**src/rtl/clk_meas_seq.sv**
```systemverilog
// Measurement sequencer: issues 2^log2n measurement commands, accumulates the
// returned counts and reports average/min/max, with a dead-clock timeout and abort.
module clk_meas_seq #(
  parameter int                   TIMEOUT_W = 28,
  parameter logic [TIMEOUT_W-1:0] TIMEOUT   = 28'h8000000
) (
  input  logic        clk,
  input  logic        rst_n,
  input  logic [23:0] ctl_len,
  input  logic [2:0]  ctl_log2n,
  input  logic        ctl_cont,
  input  logic        ctl_start,
  input  logic        ctl_abort,
  output logic [23:0] meas_cmd_len,
  output logic        meas_cmd_stb,
  input  logic [31:0] meas_resp_cnt,
  input  logic        meas_resp_stb,
  output logic [31:0] res_avg,
  output logic [31:0] res_min,
  output logic [31:0] res_max,
  output logic        res_timeout,
  output logic        res_stb,
  output logic        busy
);

  typedef enum logic [2:0] {S_IDLE, S_ISSUE, S_WAIT, S_DRAIN, S_DONE} state_t;

  localparam logic [TIMEOUT_W-1:0] TMR_ONE = {{(TIMEOUT_W-1){1'b0}}, 1'b1};

  state_t               state_q, state_d;
  logic [23:0]          len_q, len_d;
  logic [2:0]           log2n_q, log2n_d;
  logic                 cont_q, cont_d;
  logic [7:0]           run_q, run_d;
  logic [38:0]          sum_q, sum_d;
  logic [31:0]          min_q, min_d, max_q, max_d;
  logic [TIMEOUT_W-1:0] timer_q, timer_d;
  logic [31:0]          avg_q, avg_d, rmin_q, rmin_d, rmax_q, rmax_d;
  logic                 to_q, to_d, stb_q, stb_d;

  logic [7:0]  run_inc, run_target;
  logic [38:0] sum_acc, sum_shift;
  logic [31:0] min_acc, max_acc;
  logic        expired;

  always_comb begin
    run_inc    = run_q + 8'd1;
    run_target = 8'd1 << log2n_q;
    sum_acc    = sum_q + {7'd0, meas_resp_cnt};
    sum_shift  = sum_acc >> log2n_q;
    min_acc    = (meas_resp_cnt < min_q) ? meas_resp_cnt : min_q;
    max_acc    = (meas_resp_cnt > max_q) ? meas_resp_cnt : max_q;
    // Expiry is flagged on the last counted cycle so the response still wins a tie.
    expired    = (timer_q <= TMR_ONE);
  end

  always_comb begin
    state_d = state_q;
    len_d   = len_q;
    log2n_d = log2n_q;
    cont_d  = cont_q;
    run_d   = run_q;
    sum_d   = sum_q;
    min_d   = min_q;
    max_d   = max_q;
    timer_d = timer_q;
    avg_d   = avg_q;
    rmin_d  = rmin_q;
    rmax_d  = rmax_q;
    to_d    = to_q;
    stb_d   = 1'b0;

    case (state_q)
      S_IDLE: begin
        if (ctl_start) begin
          len_d   = ctl_len;
          log2n_d = ctl_log2n;
          cont_d  = ctl_cont;
          run_d   = 8'd0;
          sum_d   = 39'd0;
          min_d   = 32'hFFFF_FFFF;
          max_d   = 32'd0;
          to_d    = 1'b0;
          state_d = S_ISSUE;
        end
      end
      S_ISSUE: begin
        timer_d = TIMEOUT;
        state_d = ctl_abort ? S_IDLE : S_WAIT;
      end
      S_WAIT: begin
        if (timer_q != '0) timer_d = timer_q - TMR_ONE;
        if (meas_resp_stb) begin
          sum_d = sum_acc;
          min_d = min_acc;
          max_d = max_acc;
          run_d = run_inc;
          if (ctl_abort) begin
            // The outstanding response has just arrived, so nothing is left to drain.
            state_d = S_IDLE;
          end else if (run_inc == run_target) begin
            avg_d   = sum_shift[31:0];
            rmin_d  = min_acc;
            rmax_d  = max_acc;
            stb_d   = 1'b1;
            state_d = S_DONE;
          end else begin
            state_d = S_ISSUE;
          end
        end else if (ctl_abort) begin
          state_d = S_DRAIN;
        end else if (expired) begin
          to_d    = 1'b1;
          stb_d   = 1'b1;
          state_d = S_DONE;
        end
      end
      S_DRAIN: begin
        if (timer_q != '0) timer_d = timer_q - TMR_ONE;
        if (meas_resp_stb || expired) state_d = S_IDLE;
      end
      S_DONE: begin
        if (!ctl_abort && cont_q && !to_q) begin
          run_d   = 8'd0;
          sum_d   = 39'd0;
          min_d   = 32'hFFFF_FFFF;
          max_d   = 32'd0;
          state_d = S_ISSUE;
        end else begin
          state_d = S_IDLE;
        end
      end
      default: state_d = S_IDLE;
    endcase
  end

  always_ff @(posedge clk or negedge rst_n) begin
    if (!rst_n) begin
      state_q <= S_IDLE;
      len_q   <= 24'd0;
      log2n_q <= 3'd0;
      cont_q  <= 1'b0;
      run_q   <= 8'd0;
      sum_q   <= 39'd0;
      min_q   <= 32'hFFFF_FFFF;
      max_q   <= 32'd0;
      timer_q <= '0;
      avg_q   <= 32'd0;
      rmin_q  <= 32'hFFFF_FFFF;
      rmax_q  <= 32'd0;
      to_q    <= 1'b0;
      stb_q   <= 1'b0;
    end else begin
      state_q <= state_d;
      len_q   <= len_d;
      log2n_q <= log2n_d;
      cont_q  <= cont_d;
      run_q   <= run_d;
      sum_q   <= sum_d;
      min_q   <= min_d;
      max_q   <= max_d;
      timer_q <= timer_d;
      avg_q   <= avg_d;
      rmin_q  <= rmin_d;
      rmax_q  <= rmax_d;
      to_q    <= to_d;
      stb_q   <= stb_d;
    end
  end

  // An abort in ISSUE suppresses the command so no response is left in flight.
  assign meas_cmd_stb = (state_q == S_ISSUE) && !ctl_abort;
  assign meas_cmd_len = len_q;
  assign res_avg      = avg_q;
  assign res_min      = rmin_q;
  assign res_max      = rmax_q;
  assign res_timeout  = to_q;
  assign res_stb      = stb_q;
  assign busy         = (state_q != S_IDLE);

endmodule

```
**config.mk**
```make
export PLATFORM = sky130hd
export DESIGN_NAME = clk_meas_seq
export DESIGN_NICKNAME = d
export VERILOG_FILES = /design/src/rtl/clk_meas_seq.sv
export SDC_FILE = /design/constraint.sdc
export NUM_CORES = 1
export LEC_CHECK = 0
export BUFFER_PORTS_ARGS = -buffer_cell sky130_fd_sc_hd__buf_2
export CAP_MARGIN = 0
export CORE_MARGIN = 2
export CORE_UTILIZATION = 60
export DETAILED_ROUTE_END_ITERATION = 10
export PLACE_DENSITY = 0.79
export SLEW_MARGIN = 20
export SYNTH_ARGS = -nofsm -noshare
export SYNTH_HDL_FRONTEND = slang
export SYNTH_SLANG_ARGS = --single-unit
```
**constraint.sdc**
```tcl
create_clock -name clk -period 7.6 [get_ports clk]
set_input_delay 0.38 -clock clk [delete_from_list [all_inputs] [get_ports clk]]
set_output_delay 0.38 -clock clk [all_outputs]
set_load 0.01 [all_outputs]
```
=== Yosys cells after proc, flatten, opt, wreduce, memory -nomap -nowiden ===
Cells that the tools add are included.

* Bits in registers: 268
* Input bits: 65
* Output and inout bits: 124
* Word-level logic and storage cells: 97

* $add $sub $neg: 3
* Order comparisons: 3
* Equality and inequality tests: 14
* Shift-type cells: 2
* Multiplexer cells: 41
* Bitwise logic cells: 1
* Reductions and logical operators: 19

{| class="wikitable"
|+ Operator list
! cell !! count
|-
| $mux W32 || 8
|-
| $pmux W32 S3 || 2
|-
| $mux W39 || 3
|-
| $pmux W39 S3 || 1
|-
| $pmux W28 S2 || 1
|-
| $add A39 B32 Y39 || 1
|-
| $shr A39 B3 Y32 || 1
|-
| $gt A32 B32 Y1 || 1
|-
| $lt A32 B32 Y1 || 1
|-
| $le A28 B1 Y1 const B || 1
|-
| $mux W28 || 1
|-
| $reduce_bool A28 Y1 || 1
|-
| $sub A28 B1 Y28 const B || 1
|-
| $mux W8 || 3
|-
| $pmux W8 S3 || 1
|-
| $mux W3 || 7
|-
| $pmux W3 S5 || 1
|-
| $ne A2 B2 Y1 const B || 7
|-
| $mux W1 || 11
|-
| $add A8 B1 Y8 const B || 1
|-
| $eq A8 B8 Y1 || 1
|-
| $reduce_and A4 Y1 || 2
|-
| $shl A1 B3 Y8 const A || 1
|-
| $eq A3 B2 Y1 const B || 2
|-
| 17 further kinds || 23
|}

=== Depth between registers and ports, before layout ===
* Depth in word-level cells: 6
* Mapped depth: 14
* Mapped depth without buffers: 11

=== Worst setup path after synthesis ===
Ideal clock, no wire load.

* Path kind: input -> register
* Start: input port meas_resp_cnt[0]
* End: register avg_q[9] (netlist: res_avg[9])
* Library setup time: 0.119 ns
* Arrival: 2.937 ns
* Data required time: 7.481 ns
* Setup slack: 4.544 ns
* Stages on the path: 11
* Buffers on the path: 0
* Cells stage by stage: ha_1 fa_1 a211oi_1 o21ai_1 a21boi_0 nand4b_1 nand3_1 mux4_2 a21oi_1 o21ai_0 o21a_1

* Word-level cells in the longest chain between the ends: 2

{| class="wikitable"
|+ RTL lines
! item !! RTL line !! text
|-
| start, declared || 16 || <nowiki>input logic [31:0] meas_resp_cnt,</nowiki>
|-
| $add A39 B32 Y39 || 49 || <nowiki>sum_acc = sum_q + {7'd0, meas_resp_cnt};</nowiki>
|-
| $shr A39 B3 Y32 || 50 || <nowiki>sum_shift = sum_acc >> log2n_q;</nowiki>
|-
| end signal, assigned || 163 || <nowiki>avg_q <= avg_d;</nowiki>
|-
| end, declared || 38 || <nowiki>logic [31:0] avg_q, avg_d, rmin_q, rmin_d, rmax_q, rmax_d;</nowiki>
|}

Every way passes these cells.
A chain may end at the register's enable or synchronous reset.

=== Worst setup path after layout ===
* Start: register log2n_q[0]
* End: register avg_q[25] (netlist: res_avg[25])

* Word-level cells in the longest chain between the ends: 3
* Elaborated cells on any way between the ends: 4
* Those cells by class: eq/ne: 1; shift: 2; reduce/logical: 1

{| class="wikitable"
|+ RTL lines
! item !! RTL line !! text
|-
| start, declared || 32 || <nowiki>logic [2:0] log2n_q, log2n_d;</nowiki>
|-
| start signal, assigned || 156 || <nowiki>log2n_q <= log2n_d;</nowiki>
|-
| $shl A1 B3 Y8 || 48 || <nowiki>run_target = 8'd1 << log2n_q;</nowiki>
|-
| $eq A8 B8 Y1 || 101 || <nowiki>end else if (run_inc == run_target) begin</nowiki>
|-
| $reduce_and A4 Y1 (no source line) || n/a ||
|}

Several ways; a longest one is shown, not always the timed one.

==> flow_metrics.py <==
metrics = {
    "clock_tree": {
        "postCtsSetupBuffers": 0,
        "clk_latency_ns": 0.57,
        "cts_buffer_depth": 3,
        "cts_buffers": 29,
        "root_buffer": "clkbuf_16",
        "cts_hold_buf": 1,
        "clk_pin_slew_worst_paths_ns": 0.06,
        "cts_sinks": 268,
        "cts_tree": "built",
        "ctsResizeCount": 0,
        "htreeDepth": 1,
    },
    "worst_setup_path": {
        "cp-end-kind": "flop",
        "critPathBufInv": 2,
        "critPathKind": "flop to flop",
        "worst_ep_required_time_ns": 8.07,
        "max_stage_delay_ns": 0.97,
        "slowest_stage": "dfrtp_1",
        "startpoint": "log2n_q[0]",
        "crit-reg2reg-launch": "log2n_q[0]",
        "cp_cell_sequence": "inv_2, o22a_1, a211oi_2, o311ai_1, or4_4, buf_4, nor2_1, o21ai_0, o211ai_1",
        "crit_fanout": 87,
        "cp.arrival_ns": 5.03,
        "crit_family": "simple AND/OR/NAND/NOR gates",
        "crit_path_start_kind": "flop",
    },
    "sta": {
        "fin_crit_sh_pct": 60.0,
        "relSlewSlack_pct": 32.0,
        "setup_ws_ns": 3.04,
        "report.final.slew_viol_count": 0,
        "final.setup_skew_ns": 0.0140,
        "worst_pin_slew_ns": 1.02,
        "rsz0062_at_grt": "false",
        "max_freq_ghz": 0.219,
        "min_period_ns": 4.56,
        "setup_viol": 0,
        "hold_slack_ns": 0.0291,
        "hold_viol_final": 0,
        "tns_ns": 0,
    },
    "synth": {
        "yosysSeqAreaShare_pct": 42.0,
        "synth_area_um2": 16200,
        "syn_inst": 1683,
        "ys.flop_type": "dfrtp_1",
        "synth_seq_cells": 268,
        "syn_avg_cell_area_um2": 9.60,
        "synth-edff-count": 0,
        "synth_cell_type_count": 84,
        "ys.warnings.count": 0,
        "synthArstFlopShare_pct": 100,
        "synth_nets": 1847,
    },
    "place": {
        "dp_cells": 2131,
        "dpl.hpwl_um": 29800,
        "io_buffers": 188,
        "pre_cts_slack_ns": 3.08,
        "dpl_cell_area_um2": 17300,
        "gp_congestion": 0.942,
    },
    "drt": {
        "first_pass_iters": 7,
        "drcViolationCount": 0,
        "vias": 13591,
        "wl_met1_um": 17800,
        "wire_per_inst_um": 19.2,
        "ant_nets": 0,
        "wl_um": 41900,
        "top_layer": "met5",
        "drtIter0Drc": 1122,
        "routed-wl-met3_um": 2500,
        "dr_wl_met2_um": 20200,
        "viasPerCell": 6.22,
    },
    "global_route": {
        "grt_overflow_total": 0,
        "grt_first_pass_wirelength_um": 68700,
        "grt_use_total_pct": 29.6,
        "grt_max_degree": 148,
        "antenna_found_initial": 1,
        "grt_pass1_vias": 13347,
    },
    "cells_and_area": {
        "drive_gt1_share_pct": 21.1,
        "final-instance-count-excl-fill": 2186,
        "nets": 1986,
        "syn_to_final_growth_pct": 13.8,
        "utilization_pct": 68.8,
        "diodes": 0,
        "post-route-cell-area_um2": 18400,
    },
    "job": {
        "max_cap_violations": 0,
    },
    "floorplanning": {
        "start_util_pct": 60.4,
        "fp-row-count": 60,
        "die_h_um": 168,
        "die_area_um2": 28300,
        "core_um2": 26700,
        "io_pins": 189,
        "die_x_um": 168,
    },
    "run_status": {
        "status": "complete, no violations",
    },
    "worst_hold_path": {
        "hp-class": "primary input to flop",
        "hold_start": "ctl_log2n[1]",
    },
    "pwr": {
        "p_per_area_nw_per_um2": 410,
        "totalPowerFinal_mw": 7.54,
        "vdd.ir_drop.worst_mv": 0.282,
        "p_leak_nw": 8.70,
    },
}
sequential cells by signal, indices dropped and copies added, names as in the netlist:
register,flops
meas_cmd_len,24
timer_q,28
state_q,3
cont_q,1
res_timeout,1
min_q,32
max_q,32
res_min,32
sum_q,39
log2n_q,3
res_stb,1
run_q,8
res_avg,32
res_max,32
cell usage after synthesis, drive strengths merged (23+ instances only):
cell type | number | share of area [%]
xor2 | 29 | 1.6
dfstp | 64 | 10
a22o | 46 | 2.5
ha | 98 | 7.6
mux2 | 35 | 2.4
o21ai | 156 | 4.9
buf | 23 | 0.85
nor3 | 28 | 0.90
dfrtp | 204 | 32
clkbuf | 72 | 1.7
inv | 84 | 2.0
mux2i | 78 | 4.8
xnor2 | 30 | 1.6
a21o | 34 | 1.6
o22a | 33 | 1.8
nand3 | 23 | 0.74
nor2 | 99 | 2.4
nand2 | 203 | 4.7
a21oi | 83 | 2.6
nand4 | 24 | 0.93
layout by cell type (no fill, tap or decap), types with 19 or more instances in the layout:
cell	synthesis	final
ha_1	98	98
xnor2_1	30	30
inv_1	83	83
a211oi_1	19	19
clkbuf_16	0	29
dfstp_2	64	64
nand4_1	24	24
dfrtp_1	204	204
o21ai_0	153	153
mux2i_1	78	78
nand3_1	22	22
mux2_2	35	35
nor3_1	27	26
a21o_1	34	34
o22a_1	33	33
nand2_1	203	203
xor2_1	29	29
nor2_1	96	95
buf_2	14	187
a22o_1	46	46
a21oi_1	83	82
report_power, final:
part / switching, mW / total [mW] / internal [mW]
combinational: 2.21 / 3.67 / 1.46
sequential: 0.350 / 2.29 / 1.94
clock: 0.604 / 1.58 / 0.974
final timing paths:
path	to	slack [ns]	cells past startpoint
max	res_avg[25]	3.04	9
min reg2reg	res_avg[10]	0.46	2
min in group asynchronous	max_q[16]	0.51	2
max reg2reg	res_avg[25]	3.04	9
max in group asynchronous	sum_q[3]	5.78	3
min	log2n_q[1]	0.03	3
per-layer routing:
metal | up-vias | global-route usage [%]
li1 | 6407 | -
met1 | 6613 | 39.1
met2 | 461 | 50.3
met3 | 108 | 4.91
met4 | 2 | 9.63
met5 | - | 0
worst min-delay path, stage by stage:
cell     delay (ns)
buf_2          0.08
nand2_1        0.04
o21ai_0        0.06
logic make-up after synthesis:
logic type / share of synthesized area, %
buf+inv: 4.51
xor+xnor: 3.20
fa+ha+maj: 7.78
flops: 42.0
mux: 9.23
compound gates: 19.9
simple gates: 13.4
cell type report:
type,count,area (µm²)
clock inverter,16,284
fill,2113,8350
multi-input combinational,1235,8690
clock buffer,38,790
inverter,85,319
sequential,268,6790
tap,341,427
timing repair buffer,203,1080
No activity file was read; power rests on OpenSTA's default activity.
